### src/rtl/pipelined_adder_tree_if.sv
// Streaming bus for the pipelined adder tree: one vector per cycle in, one
// reduced (or accumulated) result out, no backpressure.
interface pipelined_adder_tree_if #(
    parameter int N         = 8,
    parameter int IN_WIDTH  = 32,
    parameter int OUT_WIDTH = IN_WIDTH + $clog2(N),
    parameter int CNT_WIDTH = 16
);
    logic                 valid_in;
    logic [IN_WIDTH-1:0]  vector_in [N];
    logic                 acc_en;
    logic                 last_in;
    logic                 valid_out;
    logic [OUT_WIDTH-1:0] sum_out;
    logic [CNT_WIDTH-1:0] count_out;
    logic                 overflow_out;

    modport master (
        output valid_in, vector_in, acc_en, last_in,
        input  valid_out, sum_out, count_out, overflow_out
    );

    modport slave (
        input  valid_in, vector_in, acc_en, last_in,
        output valid_out, sum_out, count_out, overflow_out
    );
endinterface

### src/rtl/pipelined_adder_tree.sv
// Fully pipelined N-lane reduction tree with an optional multi-vector
// accumulator that closes on last_in and reports count and sticky overflow.
module pipelined_adder_tree #(
    parameter int N         = 8,
    parameter int IN_WIDTH  = 32,
    parameter int OUT_WIDTH = IN_WIDTH + $clog2(N),
    parameter bit SIGNED    = 1'b1,
    parameter int CNT_WIDTH = 16
) (
    input logic clk,
    input logic reset,
    pipelined_adder_tree_if.slave bus
);

    // Number of nodes on tree level l (level 0 = extended input lanes).
    function automatic int lvl_cnt(input int l);
        int c;
        c = N;
        for (int k = 0; k < l; k++) c = (c + 1) / 2;
        return c;
    endfunction

    // Index of the first node of level l in the flat node array.
    function automatic int lvl_off(input int l);
        int o;
        o = 0;
        for (int k = 0; k < l; k++) o += lvl_cnt(k);
        return o;
    endfunction

    localparam int L         = (N > 1) ? $clog2(N) : 0;
    localparam int NODES     = lvl_off(L + 1);
    localparam int REG_NODES = (NODES > N) ? NODES - N : 1;

    // Flat view of every level: extended lanes first, then registered levels.
    logic [OUT_WIDTH-1:0] node   [NODES];
    logic [OUT_WIDTH-1:0] tree_d [REG_NODES];
    logic [OUT_WIDTH-1:0] tree_q [REG_NODES];

    always_comb begin
        for (int i = 0; i < N; i++) begin
            if (SIGNED) node[i] = OUT_WIDTH'($signed(bus.vector_in[i]));
            else        node[i] = OUT_WIDTH'(bus.vector_in[i]);
        end
        for (int i = N; i < NODES; i++) node[i] = tree_q[i - N];
    end

    // Pairs (2j, 2j+1) add; an odd trailing node passes through unchanged.
    always_comb begin
        for (int r = 0; r < REG_NODES; r++) tree_d[r] = '0;
        for (int l = 1; l <= L; l++) begin
            for (int j = 0; j < lvl_cnt(l); j++) begin
                if (2 * j + 1 < lvl_cnt(l - 1))
                    tree_d[lvl_off(l) - N + j] = node[lvl_off(l - 1) + 2 * j]
                                               + node[lvl_off(l - 1) + 2 * j + 1];
                else
                    tree_d[lvl_off(l) - N + j] = node[lvl_off(l - 1) + 2 * j];
            end
        end
    end

    // NOTE: tree data carries no reset; only the valid tags decide whether it
    // is ever consumed, so clearing it would just add reset fanout.
    always_ff @(posedge clk) begin
        tree_q <= tree_d;
    end

    logic s_vld;
    logic s_acc;
    logic s_last;

    if (L > 0) begin : g_ctl
        logic [L-1:0] vld_sr_q;
        logic [L-1:0] acc_sr_q;
        logic [L-1:0] last_sr_q;

        // NOTE: state updates use <= so every stage samples the previous
        // stage's value from before the clock edge.
        always_ff @(posedge clk) begin
            if (reset) begin
                vld_sr_q <= '0;
            end else begin
                vld_sr_q[0] <= bus.valid_in;
                for (int i = 1; i < L; i++) vld_sr_q[i] <= vld_sr_q[i-1];
            end
            acc_sr_q[0]  <= bus.acc_en;
            last_sr_q[0] <= bus.last_in;
            for (int i = 1; i < L; i++) begin
                acc_sr_q[i]  <= acc_sr_q[i-1];
                last_sr_q[i] <= last_sr_q[i-1];
            end
        end

        assign s_vld  = vld_sr_q[L-1];
        assign s_acc  = acc_sr_q[L-1];
        assign s_last = last_sr_q[L-1];
    end else begin : g_ctl_bypass
        assign s_vld  = bus.valid_in;
        assign s_acc  = bus.acc_en;
        assign s_last = bus.last_in;
    end

    logic [OUT_WIDTH-1:0] tree_sum;
    logic [OUT_WIDTH:0]   acc_sum_full;
    logic [OUT_WIDTH-1:0] acc_sum;
    logic                 add_ovf;
    logic [CNT_WIDTH-1:0] cnt_inc;

    logic [OUT_WIDTH-1:0] acc_d, acc_q;
    logic [CNT_WIDTH-1:0] cnt_d, cnt_q;
    logic                 ovf_d, ovf_q;
    logic                 valid_d, valid_q;
    logic [OUT_WIDTH-1:0] sum_d, sum_q;
    logic [CNT_WIDTH-1:0] count_d, count_q;
    logic                 ovf_out_d, ovf_out_q;

    assign tree_sum     = node[NODES-1];
    assign acc_sum_full = {1'b0, acc_q} + {1'b0, tree_sum};
    assign acc_sum      = acc_sum_full[OUT_WIDTH-1:0];
    assign add_ovf      = SIGNED ? ((acc_q[OUT_WIDTH-1] == tree_sum[OUT_WIDTH-1]) &&
                                    (acc_sum[OUT_WIDTH-1] != acc_q[OUT_WIDTH-1]))
                                 : acc_sum_full[OUT_WIDTH];
    assign cnt_inc      = (&cnt_q) ? cnt_q : cnt_q + CNT_WIDTH'(1);

    always_comb begin
        acc_d     = acc_q;
        cnt_d     = cnt_q;
        ovf_d     = ovf_q;
        valid_d   = 1'b0;
        sum_d     = sum_q;
        count_d   = count_q;
        ovf_out_d = ovf_out_q;
        if (s_vld) begin
            if (!s_acc) begin
                valid_d   = 1'b1;
                sum_d     = tree_sum;
                count_d   = CNT_WIDTH'(1);
                ovf_out_d = 1'b0;
            end else if (!s_last) begin
                acc_d = acc_sum;
                cnt_d = cnt_inc;
                ovf_d = ovf_q | add_ovf;
            end else begin
                valid_d   = 1'b1;
                sum_d     = acc_sum;
                count_d   = cnt_inc;
                ovf_out_d = ovf_q | add_ovf;
                acc_d     = '0;
                cnt_d     = '0;
                ovf_d     = 1'b0;
            end
        end
    end

    always_ff @(posedge clk) begin
        if (reset) begin
            acc_q     <= '0;
            cnt_q     <= '0;
            ovf_q     <= 1'b0;
            valid_q   <= 1'b0;
            sum_q     <= '0;
            count_q   <= '0;
            ovf_out_q <= 1'b0;
        end else begin
            acc_q     <= acc_d;
            cnt_q     <= cnt_d;
            ovf_q     <= ovf_d;
            valid_q   <= valid_d;
            sum_q     <= sum_d;
            count_q   <= count_d;
            ovf_out_q <= ovf_out_d;
        end
    end

    assign bus.valid_out    = valid_q;
    assign bus.sum_out      = sum_q;
    assign bus.count_out    = count_q;
    assign bus.overflow_out = ovf_out_q;

endmodule

### src/flat_wrapper.sv
// flat-port wrapper written by rule: the top's interface ports become plain ports
module pipelined_adder_tree_flat 
#(
    parameter int N         = 8,
    parameter int IN_WIDTH  = 32,
    parameter int OUT_WIDTH = IN_WIDTH + $clog2(N),
    parameter bit SIGNED    = 1'b1,
    parameter int CNT_WIDTH = 16
)
  (clk, reset, bus_valid_in, bus_vector_in, bus_acc_en, bus_last_in, bus_valid_out, bus_sum_out, bus_count_out, bus_overflow_out);
  pipelined_adder_tree_if #(.N(N), .IN_WIDTH(IN_WIDTH), .OUT_WIDTH(OUT_WIDTH), .CNT_WIDTH(CNT_WIDTH)) bus_i ();
  input logic clk;
  input logic reset;
  input wire logic [$bits(bus_i.valid_in)-1:0] bus_valid_in;
  input wire logic [$bits(bus_i.vector_in)-1:0] bus_vector_in;
  input wire logic [$bits(bus_i.acc_en)-1:0] bus_acc_en;
  input wire logic [$bits(bus_i.last_in)-1:0] bus_last_in;
  output wire logic [$bits(bus_i.valid_out)-1:0] bus_valid_out;
  output wire logic [$bits(bus_i.sum_out)-1:0] bus_sum_out;
  output wire logic [$bits(bus_i.count_out)-1:0] bus_count_out;
  output wire logic [$bits(bus_i.overflow_out)-1:0] bus_overflow_out;
  assign bus_i.valid_in = bus_valid_in;
  assign bus_i.vector_in = {>>{bus_vector_in}};
  assign bus_i.acc_en = bus_acc_en;
  assign bus_i.last_in = bus_last_in;
  assign bus_valid_out = bus_i.valid_out;
  assign bus_sum_out = bus_i.sum_out;
  assign bus_count_out = bus_i.count_out;
  assign bus_overflow_out = bus_i.overflow_out;
  pipelined_adder_tree #(.N(N), .IN_WIDTH(IN_WIDTH), .OUT_WIDTH(OUT_WIDTH), .SIGNED(SIGNED), .CNT_WIDTH(CNT_WIDTH)) u_core (.clk(clk), .reset(reset), .bus(bus_i));
endmodule
### config.mk
export PLATFORM = sky130hd
export DESIGN_NAME = pipelined_adder_tree_flat
export DESIGN_NICKNAME = d
export VERILOG_FILES = /design/src/rtl/pipelined_adder_tree_if.sv /design/src/rtl/pipelined_adder_tree.sv /design/src/flat_wrapper.sv
export SDC_FILE = /design/constraint.sdc
export NUM_CORES = 1
export LEC_CHECK = 0
export CELL_PAD_IN_SITES_DETAIL_PLACEMENT = 0
export CELL_PAD_IN_SITES_GLOBAL_PLACEMENT = 1
export CORE_MARGIN = 1.5
export CORE_UTILIZATION = 28
export CTS_CLUSTER_DIAMETER = 30
export DETAILED_ROUTE_END_ITERATION = 16
export PLACE_DENSITY_LB_ADDON = 0.25
export SLEW_MARGIN = 20
export SYNTH_ARGS = -nofsm -noshare
export SYNTH_HDL_FRONTEND = slang
export SYNTH_SLANG_ARGS = --single-unit
### constraint.sdc
create_clock -name clk -period 4.1 [get_ports clk]
set_input_delay 0.615 -clock clk [delete_from_list [all_inputs] [get_ports clk]]
set_output_delay 0.615 -clock clk [all_outputs]
set_load 0.005 [all_outputs]
==> metrics.sh <==
DIEWIDTH_UM=282
CRIT_TOP_CELL='a21oi_1'
CELL_TYPE_OF_THE_SLOWEST_STAGE_ON_THE_WORST_TIMING_PATH='a41oi_1'
CELL_COUNT_AFTER_SYNTHESIS=2512
MAX_CAP_VIOL_COUNT=0
VIA_COUNT_OF_THE_FIRST_GLOBAL_ROUTING_PASS=19536
WORSTHOLDPATHTYPE='flop to flop'
1ST_PASS_ROUTER_ITERATIONS=5
CP_MAX_FO=4
PERIOD_SHARE=0.879
AVGSYNTHCELLAREA_SQ_UM=8.65
GLOBAL_ROUTE_WIRE_LENGTH_BEFORE_REPAIR_UM=102000
POWER.IR.VDD_WORST_mV=0.295
TIMING.CRITICAL_PATH.REQUIRED_NS=4.62
TOTAL_LEAKAGE_POWER_nW=12.4
CLOCK_LATENCY_NS=0.61
PWR_DENSITY_CELL_nW_PER_UM2=667
REPORT.FINAL.SLEW_VIOL_COUNT=0
POST_DRT_WL_PER_CELL_UM=16.2
SYNTH_TOP_AREA_CELLS='dfxtp_1 32%, ha_1 15%, xnor2_1 7.1%'
SYNTH-WARNING-COUNT=0
TOP_LAYER_USED='met4'
DP.FINAL_HPWL_UM=51900
SLEW_HEADROOM=0.320
WORSTSETUPENDPOINTTYPE='flop'
AREA_GROWTH_PCT=34.5
WL_MET1_UM=29500
SETUP.WORST_PATH.START_CLASS='flop'
WL_UM=64400
ANTENNA_FOUND_INITIAL=2
PATH_TYPE_OF_THE_WORST_SETUP_PATH='flop to flop'
DOMINANTREGCELLSYNTH='dfxtp_1'
CRIT_FAMILY='compound AO/OA/AOI/OAI gates'
SYNTH.FF_LATCH_COUNT=351
DIE_Y_UM=282
FMAX_MHz=277
GRT_OVERFLOW=0
POST_CTS.RESIZED_INSTANCES=0
TOTALNEGATIVESETUPSLACK_NS=0
WL_MET3_UM=2720
CLOCK_SKEW_NS=0.0249
DELAY_OF_THE_SLOWEST_CRITICAL_PATH_STAGE_NS=0.53
MET2_LENGTH_UM=30900
SYNTH_EDF_COUNT=0
INITIAL_UTILIZATION=0.285
ANTENNA_VIOLATING_NETS_POST_ROUTE=0
CLOCK_PATH_BUFFERS=3
POST_CTS_HOLD_BUFFER_COUNT=0
GR-USAGE-ALL-LAYERS=0.161
SYNTH-SEQ-AREA-SHARE=0.324
RSZ_0062_RAISED_AFTER_GLOBAL_ROUTING='false'
SYNTH_COMMON_CELLS='351 x dfxtp_1, 263 x ha_1, 261 x nor2_1, 247 x a21oi_1, 177 x xnor2_1'
PROPORTION_OF_REGISTER_BITS_WITH_ASYNCHRONOUS_SET_OR_RESET_AFTER_SYNTHESIS=0
DESIGN.PORTCOUNT=314
CELL_TYPE_CONTRIBUTING_THE_MOST_TOTAL_CELL_AREA_AFTER_SYNTHESIS='dfxtp_1'
HTREE_NUM_LEVELS=3
PATH_CLK_SLEW_NS=0.04
POST-LAYOUT-TOTAL-POWER_W=0.0195
SETUP_VIOL_COUNT_FINAL=0
DRCVIOLATIONCOUNT=0
PATH_CELLS='ha_1 -> inv_1 -> fa_1 -> nand2b_1 -> a21oi_1 -> o311a_1 -> a31o_2 -> a21oi_1 -> o211ai_1 -> a41oi_1 -> xor2_1 -> or3_1 -> a31oi_1'
MAX_SLEW.WORST_PIN.SLEW_NS=1.02
DRT_ITER0_DRC=1057
FINAL_NETS=3417
IO_BUFFERS=313
VIA_COUNT=19397
YS_TYPES=81
DRIVE_GT1_FRAC=0.0728
SYN_AREA_SQ_UM=21700
YOSYS.CELL_COUNT.TOP_TYPE='dfxtp_1'
POSTCTSSETUPBUFFERS=0
DESIGN.DIE.AREA_SQ_UM=79300
SYNTHESIS.NETS=3044
YOSYSTOPAREACELLSHARE=0.324
HOLD_VIOLATIONS=0
PATH_BUF_INV=1
MINIMUM_CLOCK_PERIOD_AFTER_LAYOUT_NS=3.61
CLOCK_TREE.ROOT_CELL='clkbuf_16'
CTS_TREE='built'
PLACER_CONGESTION_ESTIMATE=0.846
ANTENNADIODECOUNT=0
CLOCK_SINKS=351
LARGEST_NET_DEGREE_AT_THE_START_OF_GLOBAL_ROUTING=68
FP.COREAREA_SQ_UM=76300
TIMING.CRITICAL_PATH.ARRIVAL_NS=4.13
STATUS='finished, final reports clean'
VIAS_PER_CELL=4.87
NUMBER_OF_BUFFERS_INSERTED_DURING_CLOCK_TREE_SYNTHESIS=86
LAYOUT.FILLER_CELLS=7805
STD_CELL_ROWS=101
## final timing paths
kind | from | to | slack [ns] | depth (start not counted)
worst min-delay path | u_core.g_ctl.last_sr_q[0]$_DFF_P_ | u_core.g_ctl.last_sr_q[1]$_DFF_P_ | 0.33 | 0
worst max-delay path | u_core.acc_q[0]$_SDFFE_PP0P_ | u_core.acc_q[34]$_SDFFE_PP0P_ | 0.49 | 13
worst max register to register | u_core.acc_q[0]$_SDFFE_PP0P_ | u_core.acc_q[34]$_SDFFE_PP0P_ | 0.49 | 13
worst min register to register | u_core.g_ctl.last_sr_q[0]$_DFF_P_ | u_core.g_ctl.last_sr_q[1]$_DFF_P_ | 0.33 | 0
## routing by layer
layer / up-vias / track usage
li1: 9922 / -
met1: 8970 / 0.203
met2: 411 / 0.279
met3: 94 / 0.0302
met4: 0 / 0.0460
met5: - / 0
## cell families after synthesis
logic type	after synthesis	synth area share
compound gates	809	0.243
mux	18	0.00830
fa+ha+maj	271	0.159
flops	351	0.324
buf+inv	143	0.0248
xor+xnor	233	0.0940
simple gates	687	0.147
## flip-flops by register name, summed over array words and instances (netlist names)
name                     cells
u_core.ovf_q                 1
u_core.acc_q                35
u_core.cnt_q                16
u_core.node                202
u_core.tree_sum             35
u_core.bus.overflow_out      1
u_core.g_ctl.last_sr_q       3
u_core.bus.valid_out         1
u_core.g_ctl.acc_sr_q        3
u_core.g_ctl.vld_sr_q        3
u_core.bus.count_out        16
u_core.bus.sum_out          35
## placed cells by master (no fill, tap or decap), drive strengths merged, types with 18 or more instances in the layout
master and instances:
a211oi 57, xnor2 177, nor2b 28, nand2b 34
a21oi 248, o21ai 131, and3 31, buf 28
a22oi 33, ha 263, nand3 54, a31oi 20
o211ai 18, mux2i 18, inv 97, nand2 147
clkbuf 96, nor2 261, a21o 106, clkdlybuf4s50 312
o21a 39, xor2 56, nor3 42, clkinv 30
dfxtp 351, o21bai 32
## layout make-up
| type | count | area, sq um | area share |
|---|---|---|---|
| timing repair buffer | 340 | 3330 | 0.114 |
| tap | 1030 | 1290 | 0.0441 |
| inverter | 88 | 330 | 0.0113 |
| clock buffer | 96 | 2290 | 0.0784 |
| sequential | 351 | 7030 | 0.241 |
| clock inverter | 61 | 779 | 0.0267 |
| multi-input combinational | 2018 | 14200 | 0.485 |
## per-stage QoR
step,worst slack (ns),hold WS [ns],cells,util,instance area [sq um]
6_report,0.495,0.328,3984,0.383,29200
2_1_floorplan,0.877,0.310,2512,-,21700
4_1_cts,0.317,0.333,3984,0.383,29200
3_5_place_dp,0.0526,0.313,3827,0.343,26100
3_3_place_gp,-0.00198,0.320,3827,0.343,26100
5_1_grt,0.179,0.339,3984,0.383,29200
## power breakdown
group | switching [W] | internal, W
registers | 0.000564 | 0.00437
logic | 0.00417 | 0.00336
clock network | 0.00216 | 0.00486
total | 0.00690 | 0.0126
Note: power is estimated with default switching activity, not from simulation.
